==> config.mk <==
export PLATFORM = sky130hd
export DESIGN_NAME = elevator_request_queue
export DESIGN_NICKNAME = d
export VERILOG_FILES = /design/src/rtl/elevator_pkg.sv /design/src/rtl/elevator_target_sel.sv /design/src/rtl/elevator_request_queue.sv
export SDC_FILE = /design/constraint.sdc
export NUM_CORES = 1
export LEC_CHECK = 0
export CORE_UTILIZATION = 49
export DETAILED_ROUTE_END_ITERATION = 10
export GPL_TIMING_DRIVEN = 1
export HOLD_SLACK_MARGIN = 0.03
export PLACE_DENSITY = 0.83
export REMOVE_ABC_BUFFERS = 1
export SKIP_LAST_GASP = 1
export SYNTH_ARGS = -nofsm -noshare
export SYNTH_HDL_FRONTEND = slang
export SYNTH_HIERARCHICAL = 1
export SYNTH_SLANG_ARGS = --single-unit
==> constraint.sdc <==
create_clock -name clk -period 3.4 [get_ports clk]
set_clock_uncertainty 0.15 [all_clocks]
set_input_delay 0.68 -clock clk [delete_from_list [all_inputs] [get_ports clk]]
set_output_delay 0.68 -clock clk [all_outputs]
set_load 0.01 [all_outputs]
==> src/rtl/elevator_pkg.sv <==
// elevator_pkg: shared encodings and width helper for the elevator request queue
package elevator_pkg;

    typedef enum logic [1:0] {
        REQ_CAR = 2'd0,
        REQ_UP  = 2'd1,
        REQ_DN  = 2'd2,
        REQ_RSV = 2'd3
    } req_e;

    typedef enum logic [1:0] {
        DIR_IDLE = 2'd0,
        DIR_UP   = 2'd1,
        DIR_DN   = 2'd2
    } dir_e;

    function automatic int floor_w(input int n);
        return (n > 2) ? $clog2(n) : 1;
    endfunction

endpackage

==> src/rtl/elevator_target_sel.sv <==
// elevator_target_sel: collective-control next-stop search for a given travel direction
//   car_calls/up_calls/dn_calls : pending call vectors
//   car_floor                   : clamped car position
//   dir_nxt                     : direction the car will travel next
//   tgt_floor/tgt_valid         : selected stop and whether one exists
module elevator_target_sel
    import elevator_pkg::*;
#(
    parameter int FLOOR_COUNT = 7,
    parameter int FLOOR_W     = floor_w(FLOOR_COUNT)
) (
    input  logic [FLOOR_COUNT-1:0] car_calls,
    input  logic [FLOOR_COUNT-1:0] up_calls,
    input  logic [FLOOR_COUNT-1:0] dn_calls,
    input  logic [FLOOR_W-1:0]     car_floor,
    input  dir_e                   dir_nxt,
    output logic [FLOOR_W-1:0]     tgt_floor,
    output logic                   tgt_valid
);

    logic [FLOOR_COUNT-1:0] any_calls;

    assign any_calls = car_calls | up_calls | dn_calls;

    // Each direction runs its searches lowest priority first, so a later hit
    // overrides an earlier one; loop order makes each search keep the
    // lowest (descending loop) or highest (ascending loop) matching floor.
    always_comb begin
        tgt_floor = car_floor;
        tgt_valid = 1'b0;
        if (dir_nxt == DIR_UP) begin
            for (int i = FLOOR_COUNT - 1; i >= 0; i--)
                if (i > int'(car_floor) && any_calls[i]) begin
                    tgt_floor = FLOOR_W'(i);
                    tgt_valid = 1'b1;
                end
            for (int i = 0; i < FLOOR_COUNT; i++)
                if (i > int'(car_floor) && dn_calls[i]) begin
                    tgt_floor = FLOOR_W'(i);
                    tgt_valid = 1'b1;
                end
            for (int i = FLOOR_COUNT - 1; i >= 0; i--)
                if (i >= int'(car_floor) && (car_calls[i] || up_calls[i])) begin
                    tgt_floor = FLOOR_W'(i);
                    tgt_valid = 1'b1;
                end
        end else if (dir_nxt == DIR_DN) begin
            for (int i = 0; i < FLOOR_COUNT; i++)
                if (i < int'(car_floor) && any_calls[i]) begin
                    tgt_floor = FLOOR_W'(i);
                    tgt_valid = 1'b1;
                end
            for (int i = FLOOR_COUNT - 1; i >= 0; i--)
                if (i < int'(car_floor) && up_calls[i]) begin
                    tgt_floor = FLOOR_W'(i);
                    tgt_valid = 1'b1;
                end
            for (int i = 0; i < FLOOR_COUNT; i++)
                if (i <= int'(car_floor) && (car_calls[i] || dn_calls[i])) begin
                    tgt_floor = FLOOR_W'(i);
                    tgt_valid = 1'b1;
                end
        end else begin
            tgt_valid = any_calls[car_floor];
        end
    end

endmodule

==> src/rtl/elevator_request_queue.sv <==
// elevator_request_queue: per-floor call registers with collective-control direction FSM
//   req_*      : call entry, acked/rejected by registered pulses one cycle later
//   svc_*      : service event clearing the served floor's calls
//   car_floor  : car position (values past the top floor clamp to the top floor)
//   *_calls, queue_data : registered pending-call views
//   tgt_*, dir : registered next stop and travel state, one cycle behind the calls
module elevator_request_queue
    import elevator_pkg::*;
#(
    parameter int FLOOR_COUNT = 7,
    parameter int FLOOR_W     = floor_w(FLOOR_COUNT)
) (
    input  logic                   clk,
    input  logic                   reset,
    input  logic                   req_valid,
    input  logic [FLOOR_W-1:0]     req_floor,
    input  logic [1:0]             req_type,
    output logic                   req_ack,
    output logic                   req_err,
    input  logic                   svc_valid,
    input  logic [FLOOR_W-1:0]     svc_floor,
    input  logic [1:0]             svc_dir,
    input  logic [FLOOR_W-1:0]     car_floor,
    output logic [FLOOR_COUNT-1:0] car_calls,
    output logic [FLOOR_COUNT-1:0] up_calls,
    output logic [FLOOR_COUNT-1:0] dn_calls,
    output logic [FLOOR_COUNT-1:0] queue_data,
    output logic                   tgt_valid,
    output logic [FLOOR_W-1:0]     tgt_floor,
    output logic [1:0]             dir
);

    localparam logic [FLOOR_COUNT-1:0] ONE = {{(FLOOR_COUNT-1){1'b0}}, 1'b1};

    logic [FLOOR_COUNT-1:0] car_q, car_d, up_q, up_d, dn_q, dn_d;
    logic [FLOOR_COUNT-1:0] req_bit, svc_bit, all_calls, above, below;
    logic                   req_ok, svc_ok, ack_q, ack_d, err_q, err_d;
    logic                   any_above, any_below, sel_valid;
    logic                   tgt_valid_q, tgt_valid_d;
    logic [FLOOR_W-1:0]     tgt_floor_q, tgt_floor_d, sel_floor, cf;
    dir_e                   dir_q, dir_d;

    // Set is applied before clear so a same-edge clear of the same bit wins.
    always_comb begin
        req_ok  = int'(req_floor) < FLOOR_COUNT && req_type != REQ_RSV
                  && !(req_type == REQ_UP && int'(req_floor) == FLOOR_COUNT - 1)
                  && !(req_type == REQ_DN && req_floor == '0);
        ack_d   = req_valid && req_ok;
        err_d   = req_valid && !req_ok;
        svc_ok  = svc_valid && int'(svc_floor) < FLOOR_COUNT;
        req_bit = ack_d ? ONE << req_floor : '0;
        svc_bit = svc_ok ? ONE << svc_floor : '0;
        car_d   = (car_q | (req_type == REQ_CAR ? req_bit : '0)) & ~svc_bit;
        up_d    = (up_q | (req_type == REQ_UP ? req_bit : '0)) & ~(svc_dir != 2'd2 ? svc_bit : '0);
        dn_d    = (dn_q | (req_type == REQ_DN ? req_bit : '0)) & ~(svc_dir != 2'd1 ? svc_bit : '0);
    end

    always_comb begin
        cf        = (int'(car_floor) >= FLOOR_COUNT) ? FLOOR_W'(FLOOR_COUNT - 1) : car_floor;
        all_calls = car_q | up_q | dn_q;
        for (int i = 0; i < FLOOR_COUNT; i++) begin
            above[i] = i > int'(cf);
            below[i] = i < int'(cf);
        end
        any_above = |(all_calls & above);
        any_below = |(all_calls & below);
        dir_d     = (dir_q == DIR_DN && any_below) ? DIR_DN :
                    any_above ? DIR_UP : any_below ? DIR_DN : DIR_IDLE;
        tgt_valid_d = sel_valid;
        tgt_floor_d = sel_valid ? sel_floor : tgt_floor_q;
    end

    elevator_target_sel #(
        .FLOOR_COUNT (FLOOR_COUNT),
        .FLOOR_W     (FLOOR_W)
    ) u_target_sel (
        .car_calls (car_q),
        .up_calls  (up_q),
        .dn_calls  (dn_q),
        .car_floor (cf),
        .dir_nxt   (dir_d),
        .tgt_floor (sel_floor),
        .tgt_valid (sel_valid)
    );

    always_ff @(posedge clk or negedge reset) begin
        if (!reset) begin
            car_q       <= '0;
            up_q        <= '0;
            dn_q        <= '0;
            ack_q       <= 1'b0;
            err_q       <= 1'b0;
            tgt_valid_q <= 1'b0;
            tgt_floor_q <= '0;
            dir_q       <= DIR_IDLE;
        end else begin
            car_q       <= car_d;
            up_q        <= up_d;
            dn_q        <= dn_d;
            ack_q       <= ack_d;
            err_q       <= err_d;
            tgt_valid_q <= tgt_valid_d;
            tgt_floor_q <= tgt_floor_d;
            dir_q       <= dir_d;
        end
    end

    assign car_calls  = car_q;
    assign up_calls   = up_q;
    assign dn_calls   = dn_q;
    assign queue_data = car_q | up_q | dn_q;
    assign req_ack    = ack_q;
    assign req_err    = err_q;
    assign tgt_valid  = tgt_valid_q;
    assign tgt_floor  = tgt_floor_q;
    assign dir        = dir_q;

endmodule

==> metrics.md <==
| Metric | Value |
|---|---|
| Post-CTS Setup Bufs | `0` |
| Reg clk slew, reported paths | `around 0.06 ns` |
| Drt first pass iters | `5` |
| CP Launch Type | `input pin` |
| Vias in the first global route | `approximately 2700` |
| Top layer reached by signal wires | `met4` |
| Max-slew headroom | `around 56%` |
| IO buf count | `52` |
| GP Congestion | `just under 1` |
| Post-synth EDFFs | `0` |
| Final HPWL from detailed placement | `between 6000 and 7000 um` |
| Met2 WL post-DR | `about 4200 um` |
| Initial antenna violation count | `0` |
| Die Y | `around 74 um` |
| Worst skew pair latency | `roughly 0.28 ns` |
| Final hold vios | `0` |
| Worst Tran Pin Value | `about 0.65 ns` |
| Largest net degree at the start of global routing | `30` |
| Avg Vias per Cell | `around 6.5` |
| H-Tree Depth | `2` |
| Layout area overhead | `33.4%` |
| Sink Count | `29` |
| Ports | `53` |
| Initial DRC count | `about 370` |
| Status | `complete, no violations` |
| Max Slew Vio Count | `0` |
| Die ar. | `5480 um^2` |
| Max Root-Sink Buffers | `2` |
| Syn Std Cell Area | `between 2000 and 3000 um^2` |
| Final Power | `between 1.5 and 2 mW` |
| Yosys Warn Count | `6` |
| Share of post-route cells with drive strength above 1 | `~22%` |
| Die Width | `74.0 um` |
| Syn Inst Count | `300` |
| Hold Path Class | `flop to flop` |
| Critical Path Fanout Max | `4` |
| CTS tree | `done` |
| Final ANT Viol Nets | `0` |
| Syn Area/Cell | `roughly 8.5 um^2` |
| Period Utilization, post-route | `97.8%` |
| Ys flop type | `dfrtp_1` |
| Post-synthesis simple-gate area fraction | `29.0%` |
| Post-Synth Adder-Cell Area | `0%` |
| WP data required | `around 3.4 ns` |
| Synthesized flop and latch total | `29` |
| Routed WL per cell | `19.3 um` |
| NumNets Final | `between 300 and 400` |
| Starting density of the core | `between 50 and 60%` |
| Post-CTS Hold Fix Bufs | `0` |
| Final setup fails | `0` |
| Worst path arrival time | `~3.3 ns` |
| Async set-reset flop share out of synthesis | `100%` |
| Synth Area in Compound Gates | `roughly 33%` |
| Commonest non-fill, non-tap cell in the layout | `clkdlybuf4s50_1` |
| Tot GR Track Use | `approximately 34%` |
| Largest family of logic cells by synthesized area | `compound AO/OA/AOI/OAI gates` |
| TritonCTS buffer count | `5` |
| GRT overflow | `0` |
| Core Util, Final | `between 60% and 70%` |
| Worst setup EP type | `flop` |
| WL final | `about 8600 um` |
| Post-cts sizing count | `0` |
| Root buffer selected by CTS | `clkbuf_8` |
| Register area share after synthesis | `28.6%` |
| WL met3 | `about 700 um` |
| MaxCap Viol Count | `0` |
| WS Path Type | `input pin to flop` |
| Via count | `~2900` |
| Period minus WS final | `3.32 ns` |
| Achievable frequency | `301 MHz` |
| LEAKAGE | `approximately 1.4 nW` |
| Number of remaining DRC errors | `0` |
| Post-synthesis mux area share | `2.36%` |
| First-pass GRT wire length | `between 10000 and 15000 um` |
| Most frequent cells in the layout | `clkdlybuf4s50_1 (52), buf_4 (37), nor2_1 (31)` |
| Routed length on met1 | `~3400 um` |
| Max VDD drop | `around 280 uV` |
| Antenna diodes | `0` |
| Core area | `4850 um^2` |
| Synth unique cells | `~70` |
| Synth Area in XOR/XNOR | `less than 1%` |
| Site row count | `25` |
| Pwr dens | `546 nW/um^2` |
## per-stage QoR
| stage | cells | cell area [um^2] | setup TNS, ns | hold slack, ns | setup slack, ns |
|---|---|---|---|---|---|
| global placement | 439 | 3300 | -0.716 | 0.343 | -0.239 |
| CTS | 447 | 3380 | 0 | 0.369 | 0.0305 |
| detailed placement | 439 | 3300 | -0.784 | 0.355 | -0.262 |
| floorplan | 283 | 2420 | -3.20 | 0.234 | -0.885 |
| finish | 447 | 3390 | 0 | 0.361 | 0.0761 |
| global route | 447 | 3390 | -0.0275 | 0.379 | -0.0155 |
## cell families after synthesis
group | after synthesis
buffers and inverters | 26
multiplexers | 4
AO/OA/AOI/OAI | 113
XOR/XNOR | 1
flip-flops | 29
AND/OR/NAND/NOR | 127
## routing by layer
layer,vias to the layer above,track usage [%]
li1,1318,-
met1,1368,42.9
met2,178,57.2
met3,34,4.88
met4,0,13.0
met5,-,0
## worst paths after layout
kind | startpoint | to | slack, ns | cells past startpoint
worst max register to register | car_calls[5] | tgt_floor[2] | 0.35 | 10
worst min register to register | tgt_floor[1] | tgt_floor[1] | 0.36 | 1
worst max-delay path | car_floor[0] | tgt_floor[2] | 0.08 | 12
worst min-delay path | tgt_floor[1] | tgt_floor[1] | 0.36 | 1
min in group asynchronous | reset | dir[1] | 0.65 | 2
max in group asynchronous | reset | car_calls[3] | 2.17 | 2
## flip-flops by register name, summed over array words and instances, names as in the netlist
signal	cells
dir	2
up_calls	7
car_calls	7
tgt_floor	3
dn_calls	7
tgt_valid	1
req_err	1
req_ack	1
## Yosys cell counts (2+ instances only)
cell type | n | area share [%]
a311oi_1 | 2 | 0.69
o31ai_1 | 3 | 0.89
dfrtp_1 | 29 | 29
nand2_1 | 15 | 2.2
a21oi_1 | 28 | 5.5
or4_1 | 2 | 0.59
a2bb2oi_1 | 3 | 1.0
o21bai_1 | 4 | 1.2
and2b_2 | 2 | 0.69
nand4_1 | 3 | 0.74
nor4b_1 | 2 | 0.69
o221ai_2 | 2 | 1.2
clkbuf_1 | 3 | 0.44
nor3b_1 | 3 | 0.89
nor4_1 | 3 | 0.74
o22ai_1 | 7 | 1.7
a211oi_2 | 2 | 0.99
mux2_2 | 3 | 1.3
buf_6 | 5 | 2.2
inv_1 | 9 | 1.3
nor3_1 | 16 | 3.2
a21o_2 | 2 | 0.69
or2_2 | 3 | 0.74
nor3_2 | 2 | 0.79
nor2b_1 | 9 | 2.2
or3_4 | 4 | 1.8
o22a_1 | 7 | 2.4
o21a_1 | 7 | 2.1
o21ai_0 | 11 | 2.2
a32oi_1 | 2 | 0.69
a2111oi_2 | 3 | 1.8
nor2_1 | 31 | 4.6
or3_1 | 5 | 1.2
buf_2 | 7 | 1.4
and2_1 | 3 | 0.74
o221ai_1 | 4 | 1.4
nand2b_1 | 9 | 2.2
o211ai_1 | 5 | 1.5
a22oi_1 | 3 | 0.89
a21boi_0 | 3 | 0.89
nand4b_1 | 3 | 1.0
a211oi_1 | 2 | 0.59
## worst max-delay path: stages
cell and delay (ns):
clkdlybuf4s50_1 0.42, buf_4 0.15, nor3_1 0.30, o22ai_1 0.14
a211oi_2 0.30, o21a_1 0.18, or2b_2 0.33, nor2_1 0.11
and4_1 0.24, a211oi_2 0.08, buf_4 0.16, mux2_2 0.26
## layout make-up
| class | count | area (um^2) |
|---|---|---|
| multi-input combinational | 245 | 1670 |
| fill | 403 | 1460 |
| timing repair buffer | 89 | 798 |
| sequential | 29 | 726 |
| tap | 67 | 83.8 |
| clock buffer | 6 | 72.6 |
| inverter | 9 | 33.8 |
| clock inverter | 2 | 10.0 |
## power breakdown
part	switching [mW]	leakage, nW	internal [mW]	total [mW]
clock network	0.137	0.0450	0.142	0.278
logic	0.551	0.951	0.562	1.11
registers	0.0426	0.378	0.416	0.459
total	0.730	1.37	1.12	1.85
No activity file was read; power rests on OpenSTA's default activity.
